$ cat src/rtl/add3_rr_if.sv
// Request/response bundle between N_REQ clients and the shared three-operand adder.
// Operands are packed per requester: requester i occupies bits [i*W +: W].
interface add3_rr_if #(
  parameter int N_REQ = 4,
  parameter int W     = 4,
  parameter int ID_W  = $clog2(N_REQ)
);
  localparam int SUM_W = W + 2;

  logic [N_REQ-1:0]   req_valid;
  logic [N_REQ*W-1:0] req_a;
  logic [N_REQ*W-1:0] req_b;
  logic [N_REQ*W-1:0] req_c;
  logic [N_REQ-1:0]   req_ready;
  logic               rsp_valid;
  logic               rsp_ready;
  logic [ID_W-1:0]    rsp_id;
  logic [SUM_W-1:0]   rsp_sum;
  logic               rsp_parity;
  logic [15:0]        op_count;

  modport master (
    output req_valid, req_a, req_b, req_c, rsp_ready,
    input  req_ready, rsp_valid, rsp_id, rsp_sum, rsp_parity, op_count
  );

  modport slave (
    input  req_valid, req_a, req_b, req_c, rsp_ready,
    output req_ready, rsp_valid, rsp_id, rsp_sum, rsp_parity, op_count
  );
endinterface

$ cat src/rtl/add3_rr_scheduler.sv
// Round-robin scheduler that shares one registered a+b+c adder among N_REQ requesters.
// One operation in flight: IDLE (grant) -> CALC (add) -> RESP (hold until accepted).
module add3_rr_scheduler #(
  parameter int N_REQ = 4,
  parameter int W     = 4,
  parameter int ID_W  = $clog2(N_REQ)
) (
  input  logic     clock,
  input  logic     rst_n,
  add3_rr_if.slave bus
);
  localparam int SUM_W = W + 2;

  typedef enum logic [1:0] {S_IDLE, S_CALC, S_RESP} state_t;

  state_t           r_state;
  state_t           w_state_nxt;
  logic [ID_W-1:0]  r_rr_ptr;
  logic [ID_W-1:0]  r_id;
  logic [ID_W-1:0]  r_rsp_id;
  logic [W-1:0]     r_a;
  logic [W-1:0]     r_b;
  logic [W-1:0]     r_c;
  logic [SUM_W-1:0] r_sum;
  logic [15:0]      r_op_count;

  logic             w_grant_found;
  logic [ID_W-1:0]  w_grant_idx;
  logic [ID_W-1:0]  w_scan_idx;
  logic [ID_W-1:0]  w_rr_nxt;
  logic             w_grant_fire;
  logic             w_rsp_fire;

  // Circular priority search starting at r_rr_ptr; the first valid hit wins.
  // NOTE: every combinational output gets a default first so no path leaves it unassigned (no latch).
  always_comb begin
    w_grant_found = 1'b0;
    w_grant_idx   = '0;
    w_scan_idx    = '0;
    for (int k = 0; k < N_REQ; k++) begin
      w_scan_idx = ID_W'((int'(r_rr_ptr) + k) % N_REQ);
      if (!w_grant_found && bus.req_valid[w_scan_idx]) begin
        w_grant_found = 1'b1;
        w_grant_idx   = w_scan_idx;
      end
    end
  end

  assign w_rr_nxt     = (w_grant_idx == ID_W'(N_REQ - 1)) ? '0 : w_grant_idx + ID_W'(1);
  assign w_grant_fire = (r_state == S_IDLE) && w_grant_found;
  assign w_rsp_fire   = (r_state == S_RESP) && bus.rsp_ready;

  // NOTE: sequential state uses non-blocking assignments so all registers update together at the edge.
  always_ff @(posedge clock or negedge rst_n) begin
    if (!rst_n) r_state <= S_IDLE;
    else        r_state <= w_state_nxt;
  end

  always_comb begin
    w_state_nxt = r_state;
    unique case (r_state)
      S_IDLE:  if (w_grant_found) w_state_nxt = S_CALC;
      S_CALC:  w_state_nxt = S_RESP;
      S_RESP:  if (bus.rsp_ready) w_state_nxt = S_IDLE;
      default: w_state_nxt = S_IDLE;
    endcase
  end

  // Grant is combinational and suppressed while reset is asserted.
  always_comb begin
    bus.req_ready = '0;
    bus.rsp_valid = (r_state == S_RESP);
    if (rst_n && w_grant_fire) bus.req_ready[w_grant_idx] = 1'b1;
  end

  // NOTE: operand registers are always written on a grant before CALC reads them, so they need no reset.
  always_ff @(posedge clock) begin
    if (w_grant_fire) begin
      r_a <= bus.req_a[w_grant_idx*W +: W];
      r_b <= bus.req_b[w_grant_idx*W +: W];
      r_c <= bus.req_c[w_grant_idx*W +: W];
    end
  end

  always_ff @(posedge clock or negedge rst_n) begin
    if (!rst_n) begin
      r_rr_ptr   <= '0;
      r_id       <= '0;
      r_rsp_id   <= '0;
      r_sum      <= '0;
      r_op_count <= '0;
    end else begin
      if (w_grant_fire) begin
        r_id     <= w_grant_idx;
        r_rr_ptr <= w_rr_nxt;
      end
      // Operands are widened before adding so the carry out of each stage is kept.
      if (r_state == S_CALC) begin
        r_sum    <= SUM_W'(r_a) + SUM_W'(r_b) + SUM_W'(r_c);
        r_rsp_id <= r_id;
      end
      if (w_rsp_fire) r_op_count <= r_op_count + 16'd1;
    end
  end

  assign bus.rsp_id     = r_rsp_id;
  assign bus.rsp_sum    = r_sum;
  assign bus.rsp_parity = ^~r_sum;
  assign bus.op_count   = r_op_count;
endmodule
$ cat src/flat_wrapper.sv
// flat-port wrapper written by rule: the top's interface ports become plain ports
module add3_rr_scheduler_flat 
#(
  parameter int N_REQ = 4,
  parameter int W     = 4,
  parameter int ID_W  = $clog2(N_REQ)
)
  (clock, rst_n, bus_req_valid, bus_req_a, bus_req_b, bus_req_c, bus_rsp_ready, bus_req_ready, bus_rsp_valid, bus_rsp_id, bus_rsp_sum, bus_rsp_parity, bus_op_count);
  add3_rr_if #(.N_REQ(N_REQ), .W(W), .ID_W(ID_W)) bus_i ();
  input  logic clock;
  input  logic rst_n;
  input wire logic [$bits(bus_i.req_valid)-1:0] bus_req_valid;
  input wire logic [$bits(bus_i.req_a)-1:0] bus_req_a;
  input wire logic [$bits(bus_i.req_b)-1:0] bus_req_b;
  input wire logic [$bits(bus_i.req_c)-1:0] bus_req_c;
  input wire logic [$bits(bus_i.rsp_ready)-1:0] bus_rsp_ready;
  output wire logic [$bits(bus_i.req_ready)-1:0] bus_req_ready;
  output wire logic [$bits(bus_i.rsp_valid)-1:0] bus_rsp_valid;
  output wire logic [$bits(bus_i.rsp_id)-1:0] bus_rsp_id;
  output wire logic [$bits(bus_i.rsp_sum)-1:0] bus_rsp_sum;
  output wire logic [$bits(bus_i.rsp_parity)-1:0] bus_rsp_parity;
  output wire logic [$bits(bus_i.op_count)-1:0] bus_op_count;
  assign bus_i.req_valid = bus_req_valid;
  assign bus_i.req_a = bus_req_a;
  assign bus_i.req_b = bus_req_b;
  assign bus_i.req_c = bus_req_c;
  assign bus_i.rsp_ready = bus_rsp_ready;
  assign bus_req_ready = bus_i.req_ready;
  assign bus_rsp_valid = bus_i.rsp_valid;
  assign bus_rsp_id = bus_i.rsp_id;
  assign bus_rsp_sum = bus_i.rsp_sum;
  assign bus_rsp_parity = bus_i.rsp_parity;
  assign bus_op_count = bus_i.op_count;
  add3_rr_scheduler #(.N_REQ(N_REQ), .W(W), .ID_W(ID_W)) u_core (.clock(clock), .rst_n(rst_n), .bus(bus_i));
endmodule
$ cat config.mk
export PLATFORM = sky130hd
export DESIGN_NAME = add3_rr_scheduler_flat
export DESIGN_NICKNAME = d
export VERILOG_FILES = /design/src/rtl/add3_rr_if.sv /design/src/rtl/add3_rr_scheduler.sv /design/src/flat_wrapper.sv
export SDC_FILE = /design/constraint.sdc
export NUM_CORES = 1
export LEC_CHECK = 0
export ABC_CLOCK_PERIOD_IN_PS = 5900
export BUFFER_PORTS_ARGS = -buffer_cell sky130_fd_sc_hd__buf_4
export CORE_MARGIN = 2
export CORE_UTILIZATION = 54
export CTS_CLUSTER_DIAMETER = 100
export DETAILED_ROUTE_END_ITERATION = 8
export PLACE_DENSITY = 0.85
export SLEW_MARGIN = 15
export SYNTH_ARGS = -nofsm -noshare
export SYNTH_HDL_FRONTEND = slang
export SYNTH_SLANG_ARGS = --single-unit
export TNS_END_PERCENT = 30
$ cat constraint.sdc
create_clock -name clock -period 5.9 [get_ports clock]
set_clock_uncertainty 0.15 [all_clocks]
set_input_delay 0.295 -clock clock [delete_from_list [all_inputs] [get_ports clock]]
set_output_delay 0.295 -clock clock [all_outputs]
set_load 0.01 [all_outputs]
# After elaboration in Yosys (flattened, before gate mapping)
# Index checks and enable logic that the tools add are counted.
[word_totals]
ff_bits = 42
in_bits = 55
out_inout_bits = 30
wordCells = 66
[classes]
addsub = 7
n_lt_le_gt_ge = 6
n_eq_ne = 5
n_shift = 3
mux = 23
reduce_logical = 13
[op_table]
columns = ["operator", "n"]
rows = [
  ["16-bit by 5-bit variable part select with 4-bit output", 3],
  ["16-bit by 1-bit adder with 16-bit output (second input constant)", 1],
  ["2-bit by 3-bit less-than comparator with 1-bit output (second input constant)", 5],
  ["2-bit 2-to-1 mux", 7],
  ["1-bit 2-to-1 mux", 9],
  ["1-bit binary-select mux with 2-bit select", 4],
  ["1-bit logical AND", 7],
  ["6-bit by 4-bit adder with 6-bit output", 1],
  ["2-bit one-hot mux with 3 select lines", 1],
  ["6-bit XNOR reduction", 1],
  ["4-bit by 4-bit adder with 5-bit output", 1],
  ["2-bit by 1-bit adder with 2-bit output (second input constant)", 2],
  ["2-bit adder (second input constant)", 2],
  ["2-bit == test (second input constant)", 2],
  ["4-bit 2-to-1 mux", 1],
  ["1-bit logical NOT", 3],
  ["1-bit demux with 2-bit select", 1],
  ["2-bit by 1-bit == test with 1-bit output (second input constant)", 1],
  ["2-bit by 1-bit greater-or-equal comparator with 1-bit output (second input constant)", 1],
  ["2-bit logical NOT", 1],
  ["2-bit by 1-bit != test with 1-bit output (second input constant)", 1],
  ["2-bit != test (second input constant)", 1],
  ["2-bit AND reduction", 1],
]

# Depth between registers and ports, before layout
[depth]
depth_word = 17
depth_mapped = 10
mapped_depth_nobuf = 10

# Worst setup path before layout
# No wires, ideal clock.
[synth_timing]
path_type = "flip-flop to flip-flop"
from = "register u_core.r_b[0]"
to = "register u_core.r_sum[3] (netlist: u_core.bus.rsp_sum[3])"
setup_ns = 0.135
arrival_time_ns = 1.905
t_required_ns = 5.615
slack_ns = 3.711
path_stages_with_launch = 10
n_path_buf = 0
synth_period_minus_slack_ns = 2.189
path_cell_list = "edfxtp_1 -> ha_1 -> inv_1 -> fa_1 -> inv_1 -> ha_1 -> a21o_1 -> a21oi_1 -> xor2_1 -> o21ai_0"
[synth_via]
elab_chain_len = 2
[synth_lines]
columns = ["element", "line", "text"]
rows = [
  ["start: declaration", "add3_rr_scheduler.sv:22", "logic [W-1:0] r_b;"],
  ["start signal: assignment", "add3_rr_scheduler.sv:80", "r_b <= bus.req_b[w_grant_idx*W +: W];"],
  ["4-bit by 4-bit adder with 5-bit output", "add3_rr_scheduler.sv:99", "r_sum <= SUM_W'(r_a) + SUM_W'(r_b) + SUM_W'(r_c);"],
  ["6-bit by 4-bit adder with 6-bit output", "add3_rr_scheduler.sv:99", ""],
  ["end signal: assignment", "add3_rr_scheduler.sv:99", ""],
  ["end: declaration", "add3_rr_scheduler.sv:24", "logic [SUM_W-1:0] r_sum;"],
]
# No other way between the ends.
# A chain may end at the register's enable or synchronous reset.

# Final worst setup path
[layout_timing]
from = "register u_core.r_rr_ptr[0]"
to = "output bus_req_ready[2]"
[layout_via]
elab_chain_len = 17
elab_cells_between_ends = 33
classes_between = "add/sub: 3; order compare: 2; mux: 19; reduce/logical: 9"
[layout_lines]
columns = ["element", "line", "text"]
rows = [
  ["start: declaration", "add3_rr_scheduler.sv:18", "logic [ID_W-1:0] r_rr_ptr;"],
  ["start signal: assignment", "add3_rr_scheduler.sv:95", "r_rr_ptr <= w_rr_nxt;"],
  ["branches (longest 16 deep; another with 2-bit by 3-bit less-than comparator with 1-bit output)", "-", ""],
  ["4-bit 2-to-1 mux *", "add3_rr_scheduler.sv:73", "if (rst_n && w_grant_fire) bus.req_ready[w_grant_idx] = 1'b1;"],
  ["end: declaration", "flat_wrapper.sv:17", "output wire logic [$bits(bus_i.req_ready)-1:0] bus_req_ready;"],
]
# Every way passes the cells marked *. The select of a mux whose other input is x is not followed.

==> impl_metrics.py <==
metrics = {
    "route": {
        "routedWlPerCell_um": 13.7,
        "wl_met1_um": 2020,
        "vias_per_cell": 5.17,
        "top_layer_used": "met4",
        "drtIter0Drc": 110,
        "drc_errors": 0,
        "wl_um": 4810,
        "ant_nets": 0,
        "vias": 1815,
        "wl_met2_um": 2500,
        "wl_met3_um": 252,
        "first_pass_iters": 4,
    },
    "logic_synthesis": {
        "synth_edf_count": 12,
        "yosysUniqueCellTypes": 34,
        "yosysTopAreaCell": "dfrtp_1",
        "yosysSeqAreaShare_pct": 45.2,
        "synth_commonest_cells": "mux2i_1, dfrtp_1, xnor2_1",
        "synth_area_leaders": "dfrtp_1, mux2i_1, edfxtp_1",
        "avgSynthCellArea_sq_um": 11.7,
        "post-synth-top-count-cell": "mux2i_1",
        "synth-main-ff-cell": "dfrtp_1",
        "postSynthNetCount": 280,
        "async_reset_ff_share_pct": 71.4,
        "netlist_area_sq_um": 2460,
        "yosys_warnings": 0,
        "ys_ff_latch": 42,
        "synth_top_cell_area_share_pct": 30.5,
        "syn-instance-count": 210,
    },
    "floorplan": {
        "die_width_um": 71.5,
        "num_rows": 24,
        "die_h_um": 71.5,
        "core_area_sq_um": 4380,
        "ioPinCount": 85,
        "dieArea_sq_um": 5110,
        "initial_utilization_pct": 56.1,
    },
    "clocking": {
        "cts_resized": 0,
        "cts_setup_buffers": 0,
        "clock_latency_ps": 290,
        "cts_hold_repair.buffers": 1,
        "cts_tree": "built",
        "h-tree-depth": 2,
        "path_clk_slew_ps": 80,
        "clock-sinks": 42,
        "cts-root-buf": "clkbuf_8",
        "cts_max_path_buffers": 2,
        "cts-buffers-inserted": 5,
    },
    "setup_path": {
        "cp-end-kind": "output pin",
        "slowest_stage": "nor2_2",
        "cp.required_ps": 5450,
        "crit_top_cell": "a21oi_1",
        "critPathArrivalTime_ps": 2410,
        "crit_chain": "nor2b_1 -> a21oi_1 -> a21oi_1 -> nor2_2 -> inv_1 -> ha_1 -> and3_1 -> buf_4",
        "cp_max_fo": 15,
        "cpPeakStageDelay_ps": 710,
        "cp-start-kind": "flop",
        "worst-setup-path-type": "reg2out",
    },
    "sta": {
        "rsz0062_at_grt": "false",
        "fin_crit_ps": 2850,
        "setup_viol": 0,
        "drv_slew": 0,
        "tightestPinTransition_ps": 878,
        "finalSetupTns_ps": 0,
        "whs_ps": 50.9,
        "hold_viol_final": 0,
        "fin_crit_sh_pct": 48.3,
        "fmax_ghz": 0.351,
        "slew_headroom_pct": 41.4,
        "final.setup.worst_slack_ps": 3050,
    },
    "flow_run": {
        "maxCapViolations": 0,
    },
    "power": {
        "p_total_mw": 1.59,
        "pwr-share-seq_pct": 31.9,
        "p_comb_share_pct": 56.2,
        "p_leak_nw": 1.63,
        "switching_share_pct": 38.3,
        "p_sw_uw": 609,
        "power.share.clock_pct": 12.0,
        "intPower_uw": 981,
        "ir_drop_mv": 0.295,
        "cellPowerDensity_nw_per_um2": 494,
    },
    "hold_path": {
        "hold_path_class": "in2reg",
    },
    "grt": {
        "grt_pass1_wl_um": 7930,
        "antenna_found_initial": 0,
        "grt_start_max_net_pins": 35,
        "grt_util_all_layers_pct": 19.6,
        "grt_pass1_vias": 1793,
        "overflow": 0,
    },
    "placed_design": {
        "portBuffers": 84,
        "place_congestion": 0.754,
        "dp.cells": 342,
        "dpl.hpwl_um": 3730,
        "post_dp_cell_area_sq_um": 3120,
        "post-place-ws_ps": 3260,
    },
    "final_layout": {
        "stdcell_count": 351,
        "final_area_sq_um": 3220,
        "drive_above_1_share_pct": 34.8,
        "nNetsFinal": 368,
        "utilization_pct": 73.4,
        "area_growth_pct": 30.9,
        "n_antenna_cell": 0,
    },
    "outcome": {
        "status": "completed",
    },
}
final cells by class:
cell class / count / area, sq um
Multi-Input combinational cell: 150 / 1250
Fill cell: 335 / 1160
Sequential cell: 42 / 1110
Timing Repair Buffer: 87 / 656
Clock buffer: 7 / 86.3
Tap cell: 52 / 65.1
Inverter: 12 / 45.0
Clock inverter: 1 / 5.00
power groups by stage:
stage | Sequential, mW | Combinational, mW | Clock, mW
after floorplan | 0.513 | 0.645 | 0
after detailed placement | 0.512 | 0.896 | 0
after global routing | 0.521 | 1.02 | 0.204
after CTS | 0.507 | 0.908 | 0.192
after global placement | 0.507 | 0.856 | 0
final | 0.507 | 0.893 | 0.190
sequential cells by signal, indices dropped and copies added, names as in the netlist:
| name | cells |
|---|---|
| u_core.bus.rsp_id | 2 |
| u_core.r_b | 4 |
| u_core.r_c | 4 |
| u_core.r_state | 2 |
| u_core.bus.op_count | 16 |
| u_core.bus.rsp_sum | 6 |
| u_core.r_a | 4 |
| u_core.r_rr_ptr | 2 |
| u_core.r_id | 2 |
cells in the final DEF, fill, tap and decap left out, types with 3 or more instances in the layout:
cell,count
and4_1,3
o21ai_0,6
a21oi_1,7
mux2_2,7
dfrtp_1,30
nor2b_1,4
nand4_1,3
xnor2_1,17
mux2i_1,36
clkbuf_8,6
nand2_1,10
xor2_1,8
buf_4,86
ha_1,13
a21o_1,4
edfxtp_1,12
inv_1,12
nand3_1,5
and3_1,4
nor2_1,7
path summary, 6_finish.rpt:
check                                                     from                                  end  slack (ps)  cells past startpoint
max                             u_core.r_rr_ptr[0]$_DFFE_PN0P_                     bus_req_ready[2]        3050                      8
max in group asynchronous                                rst_n     u_core.bus.rsp_id[0]$_DFFE_PN0N_        4990                      2
min reg2reg                u_core.bus.op_count[15]$_DFFE_PN0P_  u_core.bus.op_count[15]$_DFFE_PN0P_         350                      1
min                                              bus_rsp_ready        u_core.r_state[1]$_DFFE_PN0P_          50                      2
min in group asynchronous                                rst_n   u_core.bus.op_count[2]$_DFFE_PN0P_         320                      2
max reg2reg                            u_core.r_b[0]$_DFFE_PP_    u_core.bus.rsp_sum[3]$_DFFE_PN0N_        3520                      9
metal layers:
metal	GRT usage (%)	up-vias
li1	-	916
met1	24.4	835
met2	34.1	59
met3	4.78	5
met4	5.24	0
met5	0	-
worst max-delay path: cells and delay by family (launching register included):
family	cells	cell delay [ps]
compound gates	2	240
simple gates	3	940
buf+inv	2	290
fa+ha+maj	1	240
flops	1	410
cell families after synthesis:
group | share of synthesized area (%)
and+or+nand+nor | 10.6
muxes | 17.9
DFF | 45.2
xor gates and xnor gates | 8.90
AOI/OAI and AO/OA | 5.24
buffers and inverters | 3.97
adders and majority gates | 8.24
Note: power is estimated with default switching activity, not from simulation.
